<file path="src/rtl/branch_ctrl.sv">
// Branch/launch controller: IDLE->LOAD->RUN->DONE sequencing, branch-target LUT, zero-latency branch outputs in RUN.
// Optional executed-cycle counter enabled by macro BRANCH_CTRL_CYCLE_COUNT_EN (tied to 0 when undefined).
module branch_ctrl #(
    parameter int INST_WIDTH = 9,
    parameter int LUT_DEPTH  = 16,
    parameter int PROG1_BASE = 128,
    parameter int PROG2_BASE = 256,
    localparam int IDX_W     = (LUT_DEPTH > 1) ? $clog2(LUT_DEPTH) : 1
) (
    input  logic                  clk,
    input  logic                  reset,
    input  logic                  start,
    input  logic [1:0]            prog_sel,
    input  logic                  is_branch,
    input  logic                  branch_cond,
    input  logic [IDX_W-1:0]      lut_idx,
    input  logic                  lut_we,
    input  logic [IDX_W-1:0]      lut_waddr,
    input  logic [INST_WIDTH-1:0] lut_wdata,
    input  logic                  halt_in,
    output logic                  pc_reset,
    output logic                  ctrl_branch,
    output logic                  take_branch,
    output logic [INST_WIDTH-1:0] target_addr,
    output logic                  busy,
    output logic                  done,
    output logic                  err,
    output logic [15:0]           cycle_count
);

    typedef enum logic [1:0] {IDLE, LOAD, RUN, DONE} state_t;

    state_t                state;
    logic [INST_WIDTH-1:0] start_addr;
    logic [INST_WIDTH-1:0] sel_base;
    logic [INST_WIDTH-1:0] lut [LUT_DEPTH];
    logic                  sel_ok;
    logic                  launch;
    logic                  rd_ok;
    logic                  wr_ok;
    logic                  in_run;

    assign sel_ok = (prog_sel != 2'd3);
    assign launch = start && sel_ok && (state == IDLE || state == DONE);
    assign in_run = (state == RUN);

    always_comb begin
        sel_base = '0;
        case (prog_sel)
            2'd1:    sel_base = INST_WIDTH'(PROG1_BASE);
            2'd2:    sel_base = INST_WIDTH'(PROG2_BASE);
            default: sel_base = '0;
        endcase
    end

    // Index range guards only matter when LUT_DEPTH is not a power of two.
    generate
        if (LUT_DEPTH == (2 ** IDX_W)) begin : g_full
            assign rd_ok = 1'b1;
            assign wr_ok = 1'b1;
        end else begin : g_part
            assign rd_ok = ({1'b0, lut_idx}   < (IDX_W + 1)'(LUT_DEPTH));
            assign wr_ok = ({1'b0, lut_waddr} < (IDX_W + 1)'(LUT_DEPTH));
        end
    endgenerate

    always_ff @(posedge clk or negedge reset) begin
        if (!reset) begin
            state      <= IDLE;
            start_addr <= '0;
            pc_reset   <= 1'b0;
            busy       <= 1'b0;
            done       <= 1'b0;
            err        <= 1'b0;
        end else begin
            pc_reset <= 1'b0;
            err      <= 1'b0;
            case (state)
                IDLE: begin
                    if (start && sel_ok) begin
                        state      <= LOAD;
                        start_addr <= sel_base;
                        pc_reset   <= 1'b1;
                        busy       <= 1'b1;
                    end else if (start) begin
                        err <= 1'b1;
                    end
                end
                LOAD: state <= RUN;
                RUN: begin
                    if (halt_in) begin
                        state <= DONE;
                        busy  <= 1'b0;
                        done  <= 1'b1;
                    end
                end
                DONE: begin
                    if (start && sel_ok) begin
                        state      <= LOAD;
                        start_addr <= sel_base;
                        pc_reset   <= 1'b1;
                        busy       <= 1'b1;
                        done       <= 1'b0;
                    end
                end
                default: state <= IDLE;
            endcase
        end
    end

    // LUT has no reset; writes are accepted only while no program is executing.
    always_ff @(posedge clk) begin
        if (lut_we && wr_ok && (state == IDLE || state == DONE))
            lut[lut_waddr] <= lut_wdata;
    end

    assign ctrl_branch = in_run && !halt_in && is_branch;
    assign take_branch = in_run && !halt_in && is_branch && branch_cond;

    always_comb begin
        target_addr = '0;
        case (state)
            LOAD:    target_addr = start_addr;
            RUN:     target_addr = rd_ok ? lut[lut_idx] : '0;
            default: target_addr = '0;
        endcase
    end

`ifdef BRANCH_CTRL_CYCLE_COUNT_EN
    logic [15:0] cnt;

    always_ff @(posedge clk or negedge reset) begin
        if (!reset)
            cnt <= '0;
        else if (launch)
            cnt <= '0;
        else if (in_run && cnt != 16'hFFFF)
            cnt <= cnt + 16'd1;
    end

    assign cycle_count = cnt;
`else
    logic unused_launch;
    assign unused_launch = launch;
    assign cycle_count   = '0;
`endif

endmodule

</file>
<file path="config.mk">
export PLATFORM = sky130hd
export DESIGN_NAME = branch_ctrl
export DESIGN_NICKNAME = d
export VERILOG_FILES = /design/src/rtl/branch_ctrl.sv
export SDC_FILE = /design/constraint.sdc
export NUM_CORES = 1
export LEC_CHECK = 0
export CORE_ASPECT_RATIO = 0.75
export CORE_MARGIN = 5
export CORE_UTILIZATION = 45
export CTS_BUF_LIST = sky130_fd_sc_hd__clkbuf_2
export CTS_CLUSTER_DIAMETER = 80
export CTS_CLUSTER_SIZE = 40
export DETAILED_ROUTE_END_ITERATION = 16
export SLEW_MARGIN = 5
export SYNTH_ARGS = -nofsm -noshare
export SYNTH_HDL_FRONTEND = slang
export SYNTH_SLANG_ARGS = --single-unit
</file>
<file path="constraint.sdc">
create_clock -name clk -period 5.26 [get_ports clk]
set_clock_uncertainty 0.1 [all_clocks]
set_input_delay 1.052 -clock clk [delete_from_list [all_inputs] [get_ports clk]]
set_output_delay 1.052 -clock clk [all_outputs]
set_load 0.03 [all_outputs]
</file>
* After elaboration in Yosys (flattened, before gate mapping)
Memories as Yosys holds them, arrays and structs flattened. Index checks and enable logic that the tools add are counted.
Word-level totals: bits in registers 15, RAM bits 144, bits of input ports 26, memories 1
Memories:
- lut | words 16, bits a word 9, read ports 1, clocked after memory_dff 0, wr ports 1, RTL line 36 | logic [INST_WIDTH-1:0] lut [LUT_DEPTH];
Cells by class: eq/ne operators 9, muxes and demuxes 18, reductions and logical operators 15
Operators with widths (number):
- $pmux 9 s2 | 2
- $mux 1 | 11
- $eq 2x2->1 const B | 3
- $ne 2x2->1 const B | 3
- $pmux 2 s3 | 1
- $reduce_and 3->1 | 2
- $logic_and 1x1->1 | 5
- $eq 2x1->1 const B | 2
- $mux 2 | 2
- $pmux 1 s2 | 2
- $reduce_and 2->1 | 2
- $reduce_bool 2->1 | 2
- $logic_not 2->1 | 1
- $ne 2x1->1 const B | 1
- $reduce_or 2->1 | 1
- $logic_not 1->1 | 1
- $logic_or 1x1->1 | 1

* Depth between registers and ports, before layout
Gate-level depths: netlist of the first run.
depth after elaboration 5, depth in mapped cells 7, gate-level depth less buffers 6

* Least setup slack after synthesis of the first run
Ideal clock, no wire load.
path kind input to output, start point in lut_idx[0], end point out target_addr[1], data arrival time 2621 ps, required time 4108 ps, slack 1487 ps, stages on the path 6, cell sequence buf_6 buf_4 buf_4 mux4_2 mux2i_1 o21ai_0
Between the ends: longest elaborated chain between the ends 2
Ends and longest elaborated chain:
- start: declaration | RTL line 16 | input logic [IDX_W-1:0] lut_idx,
- $mem_v2 16x9
- $pmux 9 s2 | RTL line 122 | case (state)
- end: declaration | RTL line 24 | output logic [INST_WIDTH-1:0] target_addr,
No other way between the ends.

* Final worst setup path of the first run
Same ends and word-level chain as after synthesis.

==> results.toml, run 1 <==
[logic_synthesis]
synth_top_area_cell = "edfxtp_1"
synth_cell_types = 34
synth_seq_area_share_pct = 73.1
synth_warnings = 0
yosysMostFrequentCell = "edfxtp_1"
synth_edf_count = 144
synth_common_cells = "144 x edfxtp_1, 26 x nor2_1, 24 x mux4_2, 18 x buf_4, 18 x mux2i_1"
synth_seq_cells = 152
syn_inst = 328
async_reset_ff_share_pct = 5.26
netlist.area_leader.share_pct = 69.9
avgSynthCellArea_um2 = 18.9
synth_ff_type = "edfxtp_1"
syn_area_mm2 = 0.00619
synth_area_leaders = "edfxtp_1 70%, mux4_2 8.7%, dfrtp_1 3.2%"

[die]
die-area_mm2 = 0.0162
num_rows = 37
die_width_um = 145
die_h_um = 112
core_mm2 = 0.0136
start_util_pct = 45.5
io_pins = 57

[critical_path]
path_class = "in2out"
startpoint_type = "primary input"
cp_max_fo = 17
r2r_slack_ns = 2.29
cp-end-kind = "output pin"
crit_start = "lut_idx[0]"
required_ns = 4.11
worstPathArrival_ns = 3.52
reg2reg_from = "state[0]$_DFFE_PN0P_"

[detailed_routing]
drc = 0
wl_per_cell_um = 23.0
ant_nets = 0
route.vias.total = 3155
vias_per_cell = 5.48
drt-total-wl_um = 13200
drtIter0Drc = 277
first_pass_iters = 4

[cts]
cts_hold_buffers = 0
cts_made_buffers = 17
cts_sinks = 152
clockRootBuffer = "clkbuf_2"
post-cts-setup-buffers = 0
h-tree-depth = 4
clk_path_buf_depth = 2
cts_resized = 0
path_clk_slew_ns = 0.23
clock_latency_ns = 0.70
cts_tree = "done"

[final_layout]
final_area_mm2 = 0.00692
nNetsFinal = 418
utilization_pct = 50.9
drive_gt1_share_pct = 17.5
diodes = 0
syn_to_final_growth_pct = 11.9
fillers = 1162

[place]
dp_hpwl_um = 9030
place_congestion = 0.770
io_buffers = 40
place_area_mm2 = 0.00675

[timing]
setup-violations-final = 0
timing.final.crit_share_pct = 88.8
tightestPinTransition_ns = 1.20
maxSlewViolCount = 0
tns_ns = 0
hold_viol_final = 0
max_freq_mhz = 214
slew_headroom_pct = 19.6
post-route-min-period_ns = 4.67
rsz0062_at_grt = "false"

[hold_path]
worstHoldPathType = "reg2reg"
worstHoldStart = "busy$_DFFE_PN0P_"

[global_routing]
grt_pass1_vias = 3150
grt_util_all_layers_pct = 16.8
grt_pass1_wl_um = 19900
overflow = 0
grt_max_degree = 21
antenna_found_initial = 0

[job]
max_cap_viol_count = 0

[pwr]
p_leak_nw = 2.36
ir_drop_uv = 193
powerDensity_mw_per_mm2 = 339
total_power_w = 0.00235

[outcome]
status = "finished, final reports clean"
layout make-up:
class	count	area, um^2	share of cell area, %
clock buffers	19	95.1	1.37
clock inverters	13	83.8	1.21
inverters	4	15.0	0.217
multi-input cells	161	1510	21.8
flip-flops and latches	152	4520	65.3
well taps	175	219	3.16
repair buffers	52	480	6.94
where the power goes:
group | internal [W] | total [W] | switching (W)
combinational | 0.000165 | 0.000426 | 0.000262
clock | 0.000121 | 0.000520 | 0.000399
sequential | 0.00138 | 0.00140 | 0.0000215
worst paths after layout:
path,end,cells past startpoint
max,target_addr[1],7
min,busy$_DFFE_PN0P_,1
max reg2reg,lut[1][7]$_DFFE_PP_,5
min reg2reg,busy$_DFFE_PN0P_,1
max in group asynchronous,err$_DFF_PN0_,1
min in group asynchronous,done$_DFFE_PN0P_,1
critical path, stage by stage:
cell and delay (ns):
buf_2 0.43, buf_4 0.40, mux4_2 0.54, mux2_2 0.27
nand2_1 0.06, o21ai_0 0.12, clkdlybuf4s50_1 0.61
per-stage QoR:
step           setup WS (ns)  hold slack, ns  instances
2_1_floorplan           1.49           0.367        343
3_3_place_gp           0.600           0.373        544
3_5_place_dp           0.563           0.389        544
4_1_cts                0.563           0.438        576
5_1_grt                0.441           0.455        576
6_report               0.590           0.429        576
flip-flops by register name (all words and copies together), names as in the netlist:
register    flops
state           2
done            1
err             1
start_addr      2
busy            1
pc_reset        1
lut           144
cells in the final DEF, fill, tap and decap left out, types with 6 or more instances in the layout:
cell | synthesis | routed
mux4_1 | 6 | 6
mux4_2 | 24 | 24
edfxtp_1 | 144 | 144
and3_1 | 6 | 6
clkdlybuf4s50_1 | 0 | 37
conb_1 | 1 | 16
clkbuf_2 | 0 | 19
nand2_1 | 16 | 16
nor2_1 | 26 | 26
mux2i_1 | 18 | 18
dfrtp_1 | 8 | 8
buf_4 | 18 | 14
kinds of logic after synthesis:
kind of cell	share of synthesized area (%)
AOI/OAI and AO/OA	3.11
muxes	14.4
buffers and inverters	3.44
and+or+nand+nor	5.08
adders and majority gates	0.809
other	0.0606
DFF	73.1
metal layers:
layer	share of wire (%)	vias to the layer above	wire, um	GRT usage, %
met1	47	1610	6180	25.1
met4	1.4	0	189	4.47
met3	7.4	20	984	4.84
met2	44	122	5890	24.5
met5	0	-	0	0
li1	-	1403	-	-
Note: power is estimated with default switching activity, not from simulation.
==> run 2: changes to the inputs <==
- GPL_TIMING_DRIVEN: unset -> 0
==> results.toml, run 2 (same netlist as run 1, synthesis figures left out) <==
[outcome]
status = "finished, final reports clean"

[timing]
maxSlewViolCount = 0
tightestPinTransition_ns = 1.35
setup-violations-final = 0
timing.final.crit_share_pct = 95.6
hold_viol_final = 0
tns_ns = 0
slew_headroom_pct = 9.67
max_freq_mhz = 199
whs_ns = 0.423
post-route-min-period_ns = 5.03
rsz0062_at_grt = "false"

[cts]
cts_sinks = 152
clockRootBuffer = "clkbuf_2"
path_clk_slew_ns = 0.20
clock_latency_ns = 0.65
h-tree-depth = 4
clk_path_buf_depth = 2
cts_made_buffers = 17
cts_tree = "done"
cts_hold_buffers = 0
cts_resized = 0
post-cts-setup-buffers = 0

[die]
io_pins = 57
core_mm2 = 0.0136
die_width_um = 145
die_h_um = 112
die-area_mm2 = 0.0162
num_rows = 37
start_util_pct = 45.5

[final_layout]
diodes = 0
syn_to_final_growth_pct = 15.2
largest_reg_flops = 144
top_regs = "lut (144), start_addr (2), state (2)"
regMostFlops = "lut"
final_common_cell = "edfxtp_1"
nNetsFinal = 435
utilization_pct = 52.4
final_cell_mix = "144 x edfxtp_1, 39 x clkdlybuf4s50_1, 25 x nor2_1"
drive_gt1_share_pct = 21.3

[place]
place_congestion = 0.817
io_buffers = 39
dp_hpwl_um = 8950

[pwr]
ir_drop_uv = 219
powerDensity_mw_per_mm2 = 339
total_power_w = 0.00242
p_leak_nw = 2.45

[global_routing]
grt_pass1_vias = 3139
overflow = 0
antenna_found_initial = 0
grt_pass1_wl_um = 19900
grt_max_degree = 17
grt_util_all_layers_pct = 16.8

[detailed_routing]
drt-total-wl_um = 13500
wl_per_cell_um = 22.7
route.vias.total = 3256
drc = 0
drtIter0Drc = 334
vias_per_cell = 5.49
first_pass_iters = 5
ant_nets = 0

[critical_path]
cp_max_fo = 10
cp-end-kind = "output pin"
critical_path.cell_chain = "clkdlybuf4s50_1 -> buf_2 -> clkbuf_1 -> mux4_2 -> o2111ai_1 -> o211ai_1 -> clkdlybuf4s50_1"
critPathSlowestCell = "clkdlybuf4s50_1"
worstPathArrival_ns = 3.88
required_ns = 4.11
path_class = "in2out"
startpoint_type = "primary input"
rr_worst_depth = 5
crit_top_cell = "clkdlybuf4s50_1"
max_stage_delay_ns = 0.61

[job]
max_cap_viol_count = 0

[hold_path]
hold-path-cell-count = 1
worstHoldPathType = "reg2reg"
## run 2: final cells by class
cell class	instances	area, um^2
Timing Repair Buffer	43	435
Buffer	26	198
Clock buffer	17	85.1
Multi-Input combinational cell	161	1530
Fill cell	1115	6480
Clock inverter	15	120
Tap cell	175	219
Sequential cell	152	4520
Inverter	4	15.0
## run 2: report_power, final
group | internal, W | switching (W)
registers | 0.00138 | 0.0000214
logic | 0.000176 | 0.000264
clock network | 0.000131 | 0.000443
total | 0.00169 | 0.000728
## run 2: worst max-delay path: cells and delay by family
family / cells / cell delay (ns)
buffers and inverters: 4 / 2.00
AOI/OAI and AO/OA: 2 / 0.40
muxes: 1 / 0.41
## run 2: path summary, 6_finish.rpt
check / start / to / slack (ns)
max in group asynchronous: reset / err$_DFF_PN0_ / 4.23
max: lut_idx[1] / target_addr[7] / 0.23
max reg2reg: state[0]$_DFFE_PN0P_ / lut[1][0]$_DFFE_PP_ / 2.35
min in group asynchronous: reset / start_addr[8]$_DFFE_PN0P_ / 0.51
min reg2reg: busy$_DFFE_PN0P_ / busy$_DFFE_PN0P_ / 0.42
min: busy$_DFFE_PN0P_ / busy$_DFFE_PN0P_ / 0.42
## run 2: metal layers
| layer | global-route usage [%] | wire (um) | up-vias |
|---|---|---|---|
| met5 | 0 | 0 | - |
| met4 | 4.47 | 133 | 0 |
| met3 | 5.37 | 1030 | 9 |
| met2 | 25.4 | 6340 | 116 |
| met1 | 23.8 | 5960 | 1682 |
| li1 | - | - | 1449 |
## run 2: metrics by stage
step	setup slack (ns)	instance area (um^2)	std cells
final	0.230	7130	593
after floorplan	1.49	6240	343
after global placement	0.178	6850	557
after CTS	0.177	7120	593
after detailed placement	0.177	6920	561
after global routing	0.0505	7130	593
==> run 3: changes to the inputs <==
- SETUP_SLACK_MARGIN: unset -> 0.1
==> results.toml, run 3 (same netlist as run 1, synthesis figures left out) <==
[outcome]
status = "finished, final reports clean"

[critical_path]
max_stage_delay_ns = 0.59
worstPathArrival_ns = 3.76
required_ns = 4.11
cp_max_fo = 19
startpoint_type = "primary input"
path_class = "in2out"
critical_path.cell_chain = "clkdlybuf4s50_1 -> buf_2 -> mux4_2 -> mux4_2 -> and2_1 -> clkdlybuf4s50_1"
cp_top_family = "buffers and inverters"
critPathSlowestCell = "clkdlybuf4s50_1"
crit_buf_inv = 3
cp-end-kind = "output pin"

[pwr]
clockPowerShare_pct = 23.8
power_frac_comb_pct = 18.2
powerDensity_mw_per_mm2 = 339
p_sw_share_pct = 30.2
p_leak_nw = 2.45
ir_drop_uv = 218
p_int_w = 0.00169
power_frac_seq_pct = 58.0
switchingPower_w = 0.000730

[final_layout]
regMostFlops = "lut"
utilization_pct = 52.3
nNetsFinal = 434
largest_reg_flops = 144
top_regs = "lut (144), start_addr (2), state (2)"
final_cell_mix = "144 x edfxtp_1, 39 x clkdlybuf4s50_1, 25 x nor2_1"
diodes = 0
drive_gt1_share_pct = 21.3
syn_to_final_growth_pct = 15.1
final_common_cell = "edfxtp_1"

[cts]
clk_path_buf_depth = 2
clockRootBuffer = "clkbuf_2"
cts_tree = "done"
cts_sinks = 152
cts_resized = 0
path_clk_slew_ns = 0.21
post-cts-setup-buffers = 0
h-tree-depth = 4
clock_latency_ns = 0.66
cts_made_buffers = 17

[global_routing]
grt_pass1_vias = 3139
overflow = 0
grt_max_degree = 17
antenna_found_initial = 0
grt_util_all_layers_pct = 16.8
grt_pass1_wl_um = 19900

[timing]
slew_headroom_pct = 14.5
tns_ns = 0
post-route-min-period_ns = 4.91
hold_viol_final = 0
timing.final.crit_share_pct = 93.3
max_freq_mhz = 204
setup-violations-final = 0
tightestPinTransition_ns = 1.28
rsz0062_at_grt = "false"
maxSlewViolCount = 0

[die]
start_util_pct = 45.5
io_pins = 57
core_mm2 = 0.0136
num_rows = 37
die-area_mm2 = 0.0162
die_width_um = 145
die_h_um = 112

[hold_path]
worstHoldPathType = "reg2reg"

[detailed_routing]
vias_per_cell = 5.47
route.vias.total = 3239
drc = 0
wl_per_cell_um = 22.7
first_pass_iters = 4
drtIter0Drc = 340
drt-total-wl_um = 13400
ant_nets = 0

[place]
dp_hpwl_um = 8950
place_congestion = 0.817
io_buffers = 39

[job]
max_cap_viol_count = 0
==> run 3: cell types whose count changed in the layout (fill, tap and decap cells not counted) <==
cell      previous run  this run
clkbuf_1             3         2
==> run 3: final timing paths <==
path	from	end	slack [ns]	cells after the start
min in group asynchronous	reset	start_addr[8]$_DFFE_PN0P_	0.51	1
min	busy$_DFFE_PN0P_	busy$_DFFE_PN0P_	0.42	1
min reg2reg	busy$_DFFE_PN0P_	busy$_DFFE_PN0P_	0.42	1
max reg2reg	state[0]$_DFFE_PN0P_	lut[1][0]$_DFFE_PP_	2.32	5
max	lut_idx[1]	target_addr[4]	0.35	6
max in group asynchronous	reset	err$_DFF_PN0_	4.25	1
==> run 3: metal layers <==
layer | global-route usage (%) | part of all wire (%) | up-vias
met2 | 25.4 | 47 | 104
met4 | 4.47 | 1.2 | 0
met1 | 23.8 | 46 | 1675
li1 | - | - | 1446
met5 | 0 | 0 | -
met3 | 5.37 | 6.2 | 14
==> run 3: power groups by stage <==
stage | clock network (W) | registers (W) | logic [W]
floorplan | 0 | 0.00145 | 0.000251
global placement | 0 | 0.00143 | 0.000430
detailed placement | 0 | 0.00143 | 0.000441
CTS | 0.000588 | 0.00140 | 0.000443
global route | 0.000641 | 0.00141 | 0.000472
finish | 0.000576 | 0.00140 | 0.000440
==> run 3: layout make-up <==
type,instances,area (um^2)
Timing Repair Buffer,43,435
Tap cell,175,219
Multi-Input combinational cell,161,1530
Clock inverter,15,120
Sequential cell,152,4520
Fill cell,1114,6490
Buffer,25,194
Inverter,4,15.0
Clock buffer,17,85.1
==> run 3: repair_timing <==
| item | 4_1_cts | 5_1_grt |
|---|---|---|
| setup endpoints to repair | 0 | 1 |
| hold buffers | 0 | 0 |
| hold endpoints to repair | 0 | 0 |
==> run 3: through the flow <==
step           std cells  total power (W)  area [um^2]  setup WS (ns)  hold slack (ns)
2_1_floorplan        343          0.00170         6240           1.49            0.367
3_3_place_gp         557          0.00186         6850          0.178            0.378
3_5_place_dp         561          0.00187         6920          0.177            0.383
4_1_cts              593          0.00243         7120          0.177            0.428
5_1_grt              592          0.00252         7120          0.263            0.454
6_report             592          0.00242         7120          0.353            0.424
